[src/rtl/boot_pkg.sv]
// Shared types for the boot loader: FSM state encoding.
package boot_pkg;

  typedef enum logic [2:0] {
    START,
    COPY,
    DRAIN,
    HOLD,
    DONE
  } boot_state_t;

endpackage

[src/rtl/boot_sequencer.sv]
// Boot loader: holds the CPU in reset, copies BOOT_WORDS words from boot ROM
// into instruction memory, stretches reset by HOLD_CYCLES, then releases it.
module boot_sequencer
  import boot_pkg::*;
#(
  parameter int unsigned ADDR_W      = 10,
  parameter int unsigned DATA_W      = 32,
  parameter int unsigned BOOT_WORDS  = 64,
  parameter int unsigned BOOT_BASE   = 0,
  parameter int unsigned HOLD_CYCLES = 2
) (
  input  logic              clk,
  input  logic              reset,
  input  logic              start_i,
  output logic              rom_en_o,
  output logic [ADDR_W-1:0] rom_addr_o,
  input  logic [DATA_W-1:0] rom_data_i,
  output logic              imem_we_o,
  output logic [ADDR_W-1:0] imem_addr_o,
  output logic [DATA_W-1:0] imem_wdata_o,
  output logic              cpu_reset_o,
  output logic              busy_o,
  output logic              done_o
);

  localparam int unsigned RD_W = $clog2(BOOT_WORDS + 1);
  localparam int unsigned HC_W = (HOLD_CYCLES == 0) ? 1 : $clog2(HOLD_CYCLES + 1);
  localparam logic [RD_W-1:0] RD_END  = RD_W'(BOOT_WORDS);
  localparam logic [HC_W-1:0] HC_LAST = HC_W'((HOLD_CYCLES == 0) ? 0 : HOLD_CYCLES - 1);

  // The copied window must fit the address space without wrapping.
  if (BOOT_WORDS < 1 ||
      64'(BOOT_BASE) + 64'(BOOT_WORDS) > (64'd1 << ADDR_W)) begin : g_bad_cfg
    $error("boot_sequencer: BOOT_BASE+BOOT_WORDS exceeds 2**ADDR_W or BOOT_WORDS is 0");
  end

  boot_state_t       state, state_n;
  logic [RD_W-1:0]   rd, rd_n;
  logic [HC_W-1:0]   hc, hc_n;
  logic              rom_en_n;
  logic [ADDR_W-1:0] rom_addr_n;

  assign imem_wdata_o = rom_data_i;

  always_ff @(posedge clk or negedge reset) begin
    if (!reset) begin
      state       <= START;
      rd          <= '0;
      hc          <= '0;
      rom_en_o    <= 1'b0;
      rom_addr_o  <= '0;
      imem_we_o   <= 1'b0;
      imem_addr_o <= '0;
      cpu_reset_o <= 1'b1;
      busy_o      <= 1'b1;
      done_o      <= 1'b0;
    end else begin
      state       <= state_n;
      rd          <= rd_n;
      hc          <= hc_n;
      rom_en_o    <= rom_en_n;
      rom_addr_o  <= rom_addr_n;
      imem_we_o   <= rom_en_o;
      imem_addr_o <= ADDR_W'(BOOT_BASE) + rom_addr_o;
      cpu_reset_o <= (state_n != DONE);
      busy_o      <= (state_n != DONE);
      done_o      <= (state_n == DONE);
    end
  end

  // COPY lasts W+1 cycles: W issue cycles plus one where rd==W retires the
  // last read, so DRAIN coincides with the final write being presented.
  always_comb begin
    state_n    = state;
    rd_n       = rd;
    hc_n       = hc;
    rom_en_n   = 1'b0;
    rom_addr_n = rom_addr_o;
    case (state)
      START: begin
        state_n = COPY;
        rd_n    = '0;
      end
      COPY: begin
        if (rd == RD_END) begin
          state_n = DRAIN;
        end else begin
          rom_en_n   = 1'b1;
          rom_addr_n = ADDR_W'(rd);
          rd_n       = rd + RD_W'(1);
        end
      end
      DRAIN: begin
        hc_n    = '0;
        state_n = (HOLD_CYCLES > 0) ? HOLD : DONE;
      end
      HOLD: begin
        if (hc == HC_LAST) state_n = DONE;
        else               hc_n    = hc + HC_W'(1);
      end
      DONE: begin
        if (start_i) state_n = START;
      end
      default: state_n = START;
    endcase
  end

endmodule

[config.mk]
export PLATFORM = sky130hd
export DESIGN_NAME = boot_sequencer
export DESIGN_NICKNAME = d
export VERILOG_FILES = /design/src/rtl/boot_pkg.sv /design/src/rtl/boot_sequencer.sv
export SDC_FILE = /design/constraint.sdc
export NUM_CORES = 1
export LEC_CHECK = 0
export ABC_AREA = 1
export CAP_MARGIN = 20
export CELL_PAD_IN_SITES_DETAIL_PLACEMENT = 1
export CELL_PAD_IN_SITES_GLOBAL_PLACEMENT = 1
export CORE_ASPECT_RATIO = 2
export CORE_MARGIN = 5
export CORE_UTILIZATION = 29
export DETAILED_ROUTE_END_ITERATION = 12
export GPL_TIMING_DRIVEN = 1
export PLACE_DENSITY = 0.86
export SETUP_SLACK_MARGIN = 0.4
export SYNTH_ARGS = -nofsm -noshare
export SYNTH_HDL_FRONTEND = slang
export SYNTH_SLANG_ARGS = --single-unit
[constraint.sdc]
create_clock -name clk -period 3 [get_ports clk]
set_clock_uncertainty 0.05 [all_clocks]
set_input_delay 0.9 -clock clk [delete_from_list [all_inputs] [get_ports clk]]
set_output_delay 0.9 -clock clk [all_outputs]
set_load 0.02 [all_outputs]
==> flow_summary.yaml, run 1 <==
run_status:
  run_status: "complete, no violations"
flow_run:
  drv_cap: 0
logic_synthesis:
  ys_seq_elements: 30
  synthesis.area_mm2: 0.00155
  avgSynthCellArea_um2: 9.70
  yosys_most_used_dff: "dfrtp_1"
  async_reset_ff_share_pct: 100
  ys_types: 22
  synth-edff-count: 0
  ys_warn_count: 0
  ys_seq_area_share_pct: 48.4
  synth_cells: 160
clock_tree:
  postCtsSetupBuffers: 0
  cts_root_buf: "clkbuf_8"
  htree_levels: 2
  clk_path_buf_depth: 2
  clkTransAtPathRegs_ps: 60
  cts_tree: "yes"
  cts_made_buffers: 5
  clock_latency_ps: 280
  cts_hold_buf: 0
  post_cts_resized: 0
  cts_sinks: 30
timing:
  rsz0062_at_grt: "no"
  setup_slack_ps: 649
  holdWs_ps: 335
  finalCriticalPeriod_ps: 2350
  final-hold-violation-count: 0
  fin_crit_sh_pct: 78.4
  fmax_mhz: 425
  tns_ps: 0
  setup_violations: 0
  slew_viol_final: 0
pwr:
  leakagePower_nw: 0.745
  irDropWorstVdd_v: 0.000473
  power_mw: 1.54
  power_density_mw_per_mm2: 943
die:
  initial_utilization_pct: 29.9
  die_h_um: 113
  pin_count: 92
  core_area_mm2: 0.00518
  design.die.area_mm2: 0.00701
  row_count: 37
  die_w_um: 61.7
worst_setup_path:
  crit_fanout: 2
  rrSetupSlack_ps: 1300
  crit_type: "flip-flop to output port"
  critPathTopFamily: "buffers and inverters"
  slowest_stage: "clkdlybuf4s50_1"
  startpoint_type: "flip-flop"
  crit_chain: "clkdlybuf4s50_1"
  critPathBufInv: 1
  crit_path_max_incr_delay_ps: 600
  critPathArrivalTime_ps: 1400
  cp-end-kind: "output port"
  crit_required_ps: 2050
drt:
  first_pass_iters: 3
  vias: 971
  drc_errors: 0
  vias_per_cell: 4.58
  wirelength_mm: 2.80
  ant_nets: 0
  wire_per_inst_um: 13.2
  drt_iter0_drc: 29
place:
  port_buffers: 21
  finalWeightedCongestion: 0.771
  dpl-instance-area_mm2: 0.00155
  preCtsSetupSlack_ps: 940
  hpwl_mm: 2.08
cells_and_area:
  diodes: 0
  drive_above_1_share_pct: 13.6
  design_area_mm2: 0.00164
  nNetsFinal: 191
  final_cell_mix: "nand2_1, dfrtp_1, clkdlybuf4s50_1"
  nFillCells: 601
  syn2layout_area_growth_pct: 5.48
global_route:
  antenna_found_initial: 0
  grtUsageTotal_pct: 9.07
  grt_max_degree: 31
  grt_pass1_vias: 1024
  grt_overflow: 0
  grt_first_pass_wirelength_mm: 4.67
hold_path:
  hold_class: "flip-flop to flip-flop"
[path summary, 6_finish.rpt]
| kind | cells after the start | end | start |
|---|---|---|---|
| max in group asynchronous | 2 | busy_o$_DFF_PN1_ | reset |
| hold / removal | 0 | imem_we_o$_DFF_PN0_ | rom_en_o$_DFF_PN0_ |
| hold reg to reg | 0 | imem_we_o$_DFF_PN0_ | rom_en_o$_DFF_PN0_ |
| setup reg to reg | 9 | rom_addr_o[2]$_DFFE_PN0P_ | rd[0]$_DFFE_PN0P_ |
| setup / recovery | 1 | cpu_reset_o | busy_o$_DFF_PN1_ |
| min in group asynchronous | 2 | imem_addr_o[2]$_DFF_PN0_ | reset |
[per-stage QoR]
step,cells,utilization [%]
after global placement,204,29.8
after global routing,212,31.6
after CTS,212,31.6
final,212,31.6
after detailed placement,204,29.8
after floorplan,165,-
[per-layer routing]
layer | global-route usage [%] | share of wire, % | vias to the layer above
li1 | - | - | 442
met3 | 1.25 | 6.2 | 17
met1 | 7.90 | 32 | 472
met5 | 0 | 0 | -
met2 | 16.2 | 56 | 40
met4 | 8.22 | 5.1 | 0
[synth_stat cells (2+ instances only)]
cell	number	area share (%)
nand4_1	2	0.81
nor2_1	6	1.5
xor2_1	3	1.7
o211ai_1	2	0.97
inv_1	14	3.4
buf_4	39	19
ha_1	3	2.4
dfrtp_1	29	47
buf_6	2	1.5
nand3_1	6	1.9
o21ai_2	7	3.9
nand2_1	29	7.0
o21ai_0	9	2.9
[cells by family after synthesis]
kind of cell	Yosys count	synth area share, %
compound gates	19	8.86
xor+xnor	3	1.69
fa+ha+maj	3	2.42
buf+inv	56	23.9
flops	30	48.4
other cells	1	0.242
simple gates	48	14.4
[power by group]
group / internal (mW) / switching (mW) / leakage (nW)
logic: 0.244 / 0.326 / 0.321
clock network: 0.185 / 0.146 / 0.0482
registers: 0.535 / 0.110 / 0.376
[sequential cells by signal, indices dropped and copies added (netlist names)]
name and cells:
done_o 1, rom_addr_o 7, state 3, hc 2
busy_o 1, imem_we_o 1, rom_en_o 1, rd 7
imem_addr_o 7
[final cells by class]
cell class	count	area [µm²]	area share (%)
well taps	58	72.6	4.43
flip-flops and latches	30	752	45.9
multi-input cells	79	448	27.3
clock buffers	7	86.3	5.27
repair buffers	22	218	13.3
inverters	15	56.3	3.44
clock inverters	1	5.00	0.306
Power figures use the tool's default switching activity.
==> run 2: changes to the inputs <==
CORE_UTILIZATION = 24   (was 29)
PLACE_DENSITY = 0.76   (was 0.86)
clock period = 1.9 ns   (was 3 ns; I/O delays follow)
==> run 2 against run 1 <==
Net effect:
- global-route usage fell by 0.54 points
- core utilization is 3.7 points lower
- die area rose by 18%
- routed wire length rose by 8.2%
- critical path depth stayed put
- first-iteration DRC count rose by 6.9%
- combinational power grew 70%
- largest cell class unchanged
- largest power group unchanged
==> flow_summary.yaml, run 2 (synthesis gave the netlist of run 1 again) <==
timing:
  rsz0062_at_grt: "yes"
  final-hold-violation-count: 0
  slew_viol_final: 0
  tns_ps: 0
  setup_violations: 0
  finalCriticalPeriod_ps: 1540
  setup_slack_ps: 355
  fmax_mhz: 647
  fin_crit_sh_pct: 81.3
worst_setup_path:
  crit_path_max_incr_delay_ps: 540
  critPathBufInv: 1
  crit_chain: "buf_6"
  crit_required_ps: 1280
  crit_type: "flip-flop to output port"
  critPathTopFamily: "flip-flops"
  r2r_cells: 6
  slowest_stage: "dfstp_2"
  critPathArrivalTime_ps: 920
  critical_path_depth: 1
  crit_fanout: 2
  cp-end-kind: "output port"
  startpoint_type: "flip-flop"
  rrSetupSlack_ps: 500
clock_tree:
  cts_sinks: 30
  cts_hold_buf: 0
  cts_tree: "yes"
  htree_levels: 2
  cts_made_buffers: 5
  clock_latency_ps: 270
  clkTransAtPathRegs_ps: 50
  clk_path_buf_depth: 2
  cts_root_buf: "clkbuf_16"
global_route:
  grt_max_degree: 31
  grt_pass1_vias: 1092
  grt_overflow: 0
  grtUsageTotal_pct: 8.53
  grt_first_pass_wirelength_mm: 5.05
  antenna_found_initial: 0
die:
  initial_utilization_pct: 24.6
  row_count: 41
  die_h_um: 124
  pin_count: 92
  design.die.area_mm2: 0.00828
  die_w_um: 66.9
  core_area_mm2: 0.00631
run_status:
  run_status: "complete, no violations"
drt:
  wire_per_inst_um: 12.2
  ant_nets: 0
  drc_errors: 0
  vias_per_cell: 3.94
  wirelength_mm: 3.04
  drt_iter0_drc: 31
  vias: 977
  first_pass_iters: 4
cells_and_area:
  final_cell_mix: "nand2_1, dfrtp_1, buf_2"
  largestRegisters: "imem_addr_o x7, rd x7, rom_addr_o x7"
  nFillCells: 751
  nNetsFinal: 200
  drive_above_1_share_pct: 31.5
  syn2layout_area_growth_pct: 13.1
  layout_commonest_cell: "nand2_1"
  diodes: 0
place:
  preCtsSetupSlack_ps: 169
  port_buffers: 21
  hpwl_mm: 2.13
  finalWeightedCongestion: 0.701
hold_path:
  hold_class: "flip-flop to flip-flop"
  hold_path_depth: 0
pwr:
  leakagePower_nw: 0.831
  power_density_mw_per_mm2: 1540
  irDropWorstVdd_v: 0.000353
flow_run:
  drv_cap: 0
-- run 2: path summary, 6_finish.rpt --
check	endpoint	start
max	cpu_reset_o	busy_o$_DFF_PN1_
min	imem_we_o$_DFF_PN0_	rom_en_o$_DFF_PN0_
max reg2reg	rom_addr_o[4]$_DFFE_PN0P_	state[0]$_DFF_PN0_
min reg2reg	imem_we_o$_DFF_PN0_	rom_en_o$_DFF_PN0_
max in group asynchronous	busy_o$_DFF_PN1_	reset
min in group asynchronous	imem_addr_o[6]$_DFF_PN0_	reset
-- run 2: power breakdown --
part           internal, mW  leakage, nW  switching [mW]
Combinational         0.393        0.392           0.576
Clock                 0.476       0.0640           0.248
Sequential            0.847        0.375           0.162
-- run 2: cell type report --
| type | count | area [µm²] | share of cell area [%] |
|---|---|---|---|
| Clock buffer | 7 | 133 | 7.55 |
| Inverter | 15 | 56.3 | 3.21 |
| Multi-Input combinational cell | 80 | 480 | 27.4 |
| Sequential cell | 30 | 753 | 42.9 |
| Tap cell | 86 | 108 | 6.13 |
| Timing Repair Buffer | 30 | 226 | 12.9 |
-- run 2: per-stage QoR --
stage                     utilization, %  instances  hold slack [ps]  area [µm²]  total power, mW
after floorplan                        -        165              224        1570             1.68
after global placement              25.3        232              333        1590             1.91
after detailed placement            25.3        232              332        1590             1.94
after CTS                           26.8        243              349        1690             2.64
after global routing                27.8        248              355        1760             2.90
final                               27.8        248              341        1760             2.70
-- run 2: repair_timing --
action,4_1_cts,5_1_grt
gates resized for setup,84,6
endpoints found under the setup margin,35,12
pin swaps,1,3
hold endpoints to repair,0,0
buffers inserted,3,5
gates cloned,1,0
-- run 2: per-layer routing --
layer / vias up / routed length (µm) / GRT usage (%)
met5: - / 0 / 0
met4: 0 / 167 / 8.89
met3: 11 / 203 / 2.53
met2: 29 / 1670 / 14.9
met1: 473 / 997 / 7.05
li1: 464 / - / -
==> run 3: changes to the inputs <==
CORE_UTILIZATION = 26   (was 24)
PLACE_DENSITY = 0.78   (was 0.76)
clock period = 1.6 ns   (was 1.9 ns; I/O delays follow)
==> run 3 against run 2 <==
Net effect:
- total power rose by 48%
- highest routed layer unchanged
- critical path depth unchanged
- sequential power is 19% higher
- worst setup slack worse by 210 ps
- final cell count down 1.2%
- first-iteration DRC count down 6.5%
- die area shrank 6.8%
==> flow_summary.yaml, run 3 (synthesis gave the netlist of run 1 again) <==
pwr:
  leakagePower_nw: 1.04
  power_mw: 4.00
  power_density_mw_per_mm2: 1890
  irDropWorstVdd_v: 0.000545
place:
  placed_cells: 213
  port_buffers: 21
  hpwl_mm: 2.29
  finalWeightedCongestion: 0.798
  dpl-instance-area_mm2: 0.00161
drt:
  vias: 1140
  wire_per_inst_um: 15.4
  wl_met1_mm: 1.31
  drt_iter0_drc: 29
  wl_met2_mm: 2.05
  met3_length_um: 312
  top_layer_used: "met4"
  wirelength_mm: 3.77
  ant_nets: 0
  vias_per_cell: 4.65
  first_pass_iters: 4
  drc_errors: 0
die:
  die_h_um: 119
  row_count: 40
  core_area_mm2: 0.00591
  design.die.area_mm2: 0.00771
  die_w_um: 64.6
  initial_utilization_pct: 26.3
  pin_count: 92
global_route:
  grt_max_degree: 31
  grt_pass1_vias: 1226
  grt_first_pass_wirelength_mm: 6.07
  antenna_found_initial: 0
  grtUsageTotal_pct: 10.3
  grt_overflow: 0
cells_and_area:
  largestRegisters: "imem_addr_o x7, rd x7, rom_addr_o x7"
  nNetsFinal: 219
  final_cells: 245
  layout_commonest_cell: "dfrtp_1"
  diodes: 0
  drive_above_1_share_pct: 49.5
  syn2layout_area_growth_pct: 36.3
  nFillCells: 671
  final_cell_mix: "dfrtp_1, buf_6, buf_4"
  design_area_mm2: 0.00212
worst_setup_path:
  crit_path_max_incr_delay_ps: 540
  crit_required_ps: 1070
  startpoint_type: "flip-flop"
  slowest_stage: "dfstp_2"
  timing.rr.start: "rd[0]$_DFFE_PN0P_"
  critPathTopFamily: "flip-flops"
  crit_type: "flip-flop to output port"
  crit_chain: "buf_6"
  cp-end-kind: "output port"
  critPathBufInv: 1
  crit_fanout: 2
  worstSetupStartpoint: "busy_o$_DFF_PN1_"
  critPathArrivalTime_ps: 920
timing:
  tns_ps: 0
  rsz0062_at_grt: "yes"
  final-hold-violation-count: 0
  setup_violations: 0
  finalCriticalPeriod_ps: 1450
  fin_crit_sh_pct: 90.9
  holdWs_ps: 350
  fmax_mhz: 688
  slew_viol_final: 0
clock_tree:
  clock_latency_ps: 270
  cts_sinks: 30
  cts_root_buf: "clkbuf_16"
  clk_path_buf_depth: 2
  clkTransAtPathRegs_ps: 50
  cts_made_buffers: 5
  cts_hold_buf: 0
  htree_levels: 2
  cts_tree: "yes"
hold_path:
  min-delay-start: "rom_en_o$_DFF_PN0_"
  hold_class: "flip-flop to flip-flop"
run_status:
  run_status: "complete, no violations"
flow_run:
  drv_cap: 0
-- run 3: through the flow --
step | utilization (%) | setup slack (ps)
floorplan | - | 238
global placement | 27.3 | -29.1
detailed placement | 27.3 | -29.1
CTS | 34.3 | 134
global route | 35.8 | 99.7
finish | 35.8 | 146
-- run 3: final timing paths --
path / end / slack (ps) / cells past startpoint
min in group asynchronous: hc[0]$_DFFE_PN0P_ / 510 / 2
max reg2reg: rom_addr_o[4]$_DFFE_PN0P_ / 170 / 9
max in group asynchronous: busy_o$_DFF_PN1_ / 750 / 2
min: imem_we_o$_DFF_PN0_ / 350 / 0
min reg2reg: imem_we_o$_DFF_PN0_ / 350 / 0
max: busy_o / 150 / 1
-- run 3: report_power, final --
part	total, mW	switching (mW)	internal (mW)
clock	0.891	0.322	0.569
sequential	1.20	0.199	1.01
combinational	1.91	0.932	0.976
-- run 3: repair_timing --
item | 4_1_cts | 5_1_grt
resized for setup | 144 | 14
endpoints found under the hold margin | 0 | 0
pin swaps | 11 | 10
cloned | 2 | 0
setup endpoints to repair | 38 | 39
buffers inserted | 17 | 5
-- run 3: final cells by class --
class	count	area (µm²)	share of cell area, %
flip-flops and latches	30	753	35.6
well taps	63	78.8	3.73
clock inverters	2	10.0	0.473
repair buffers	49	520	24.6
multi-input cells	80	561	26.5
clock buffers	6	129	6.09
inverters	15	63.8	3.02
-- run 3: routing by layer --
layer,global-route usage (%),vias to the layer above
li1,-,502
met1,10.2,571
met2,17.7,58
met3,4.81,9
met4,5.03,0
met5,0,-
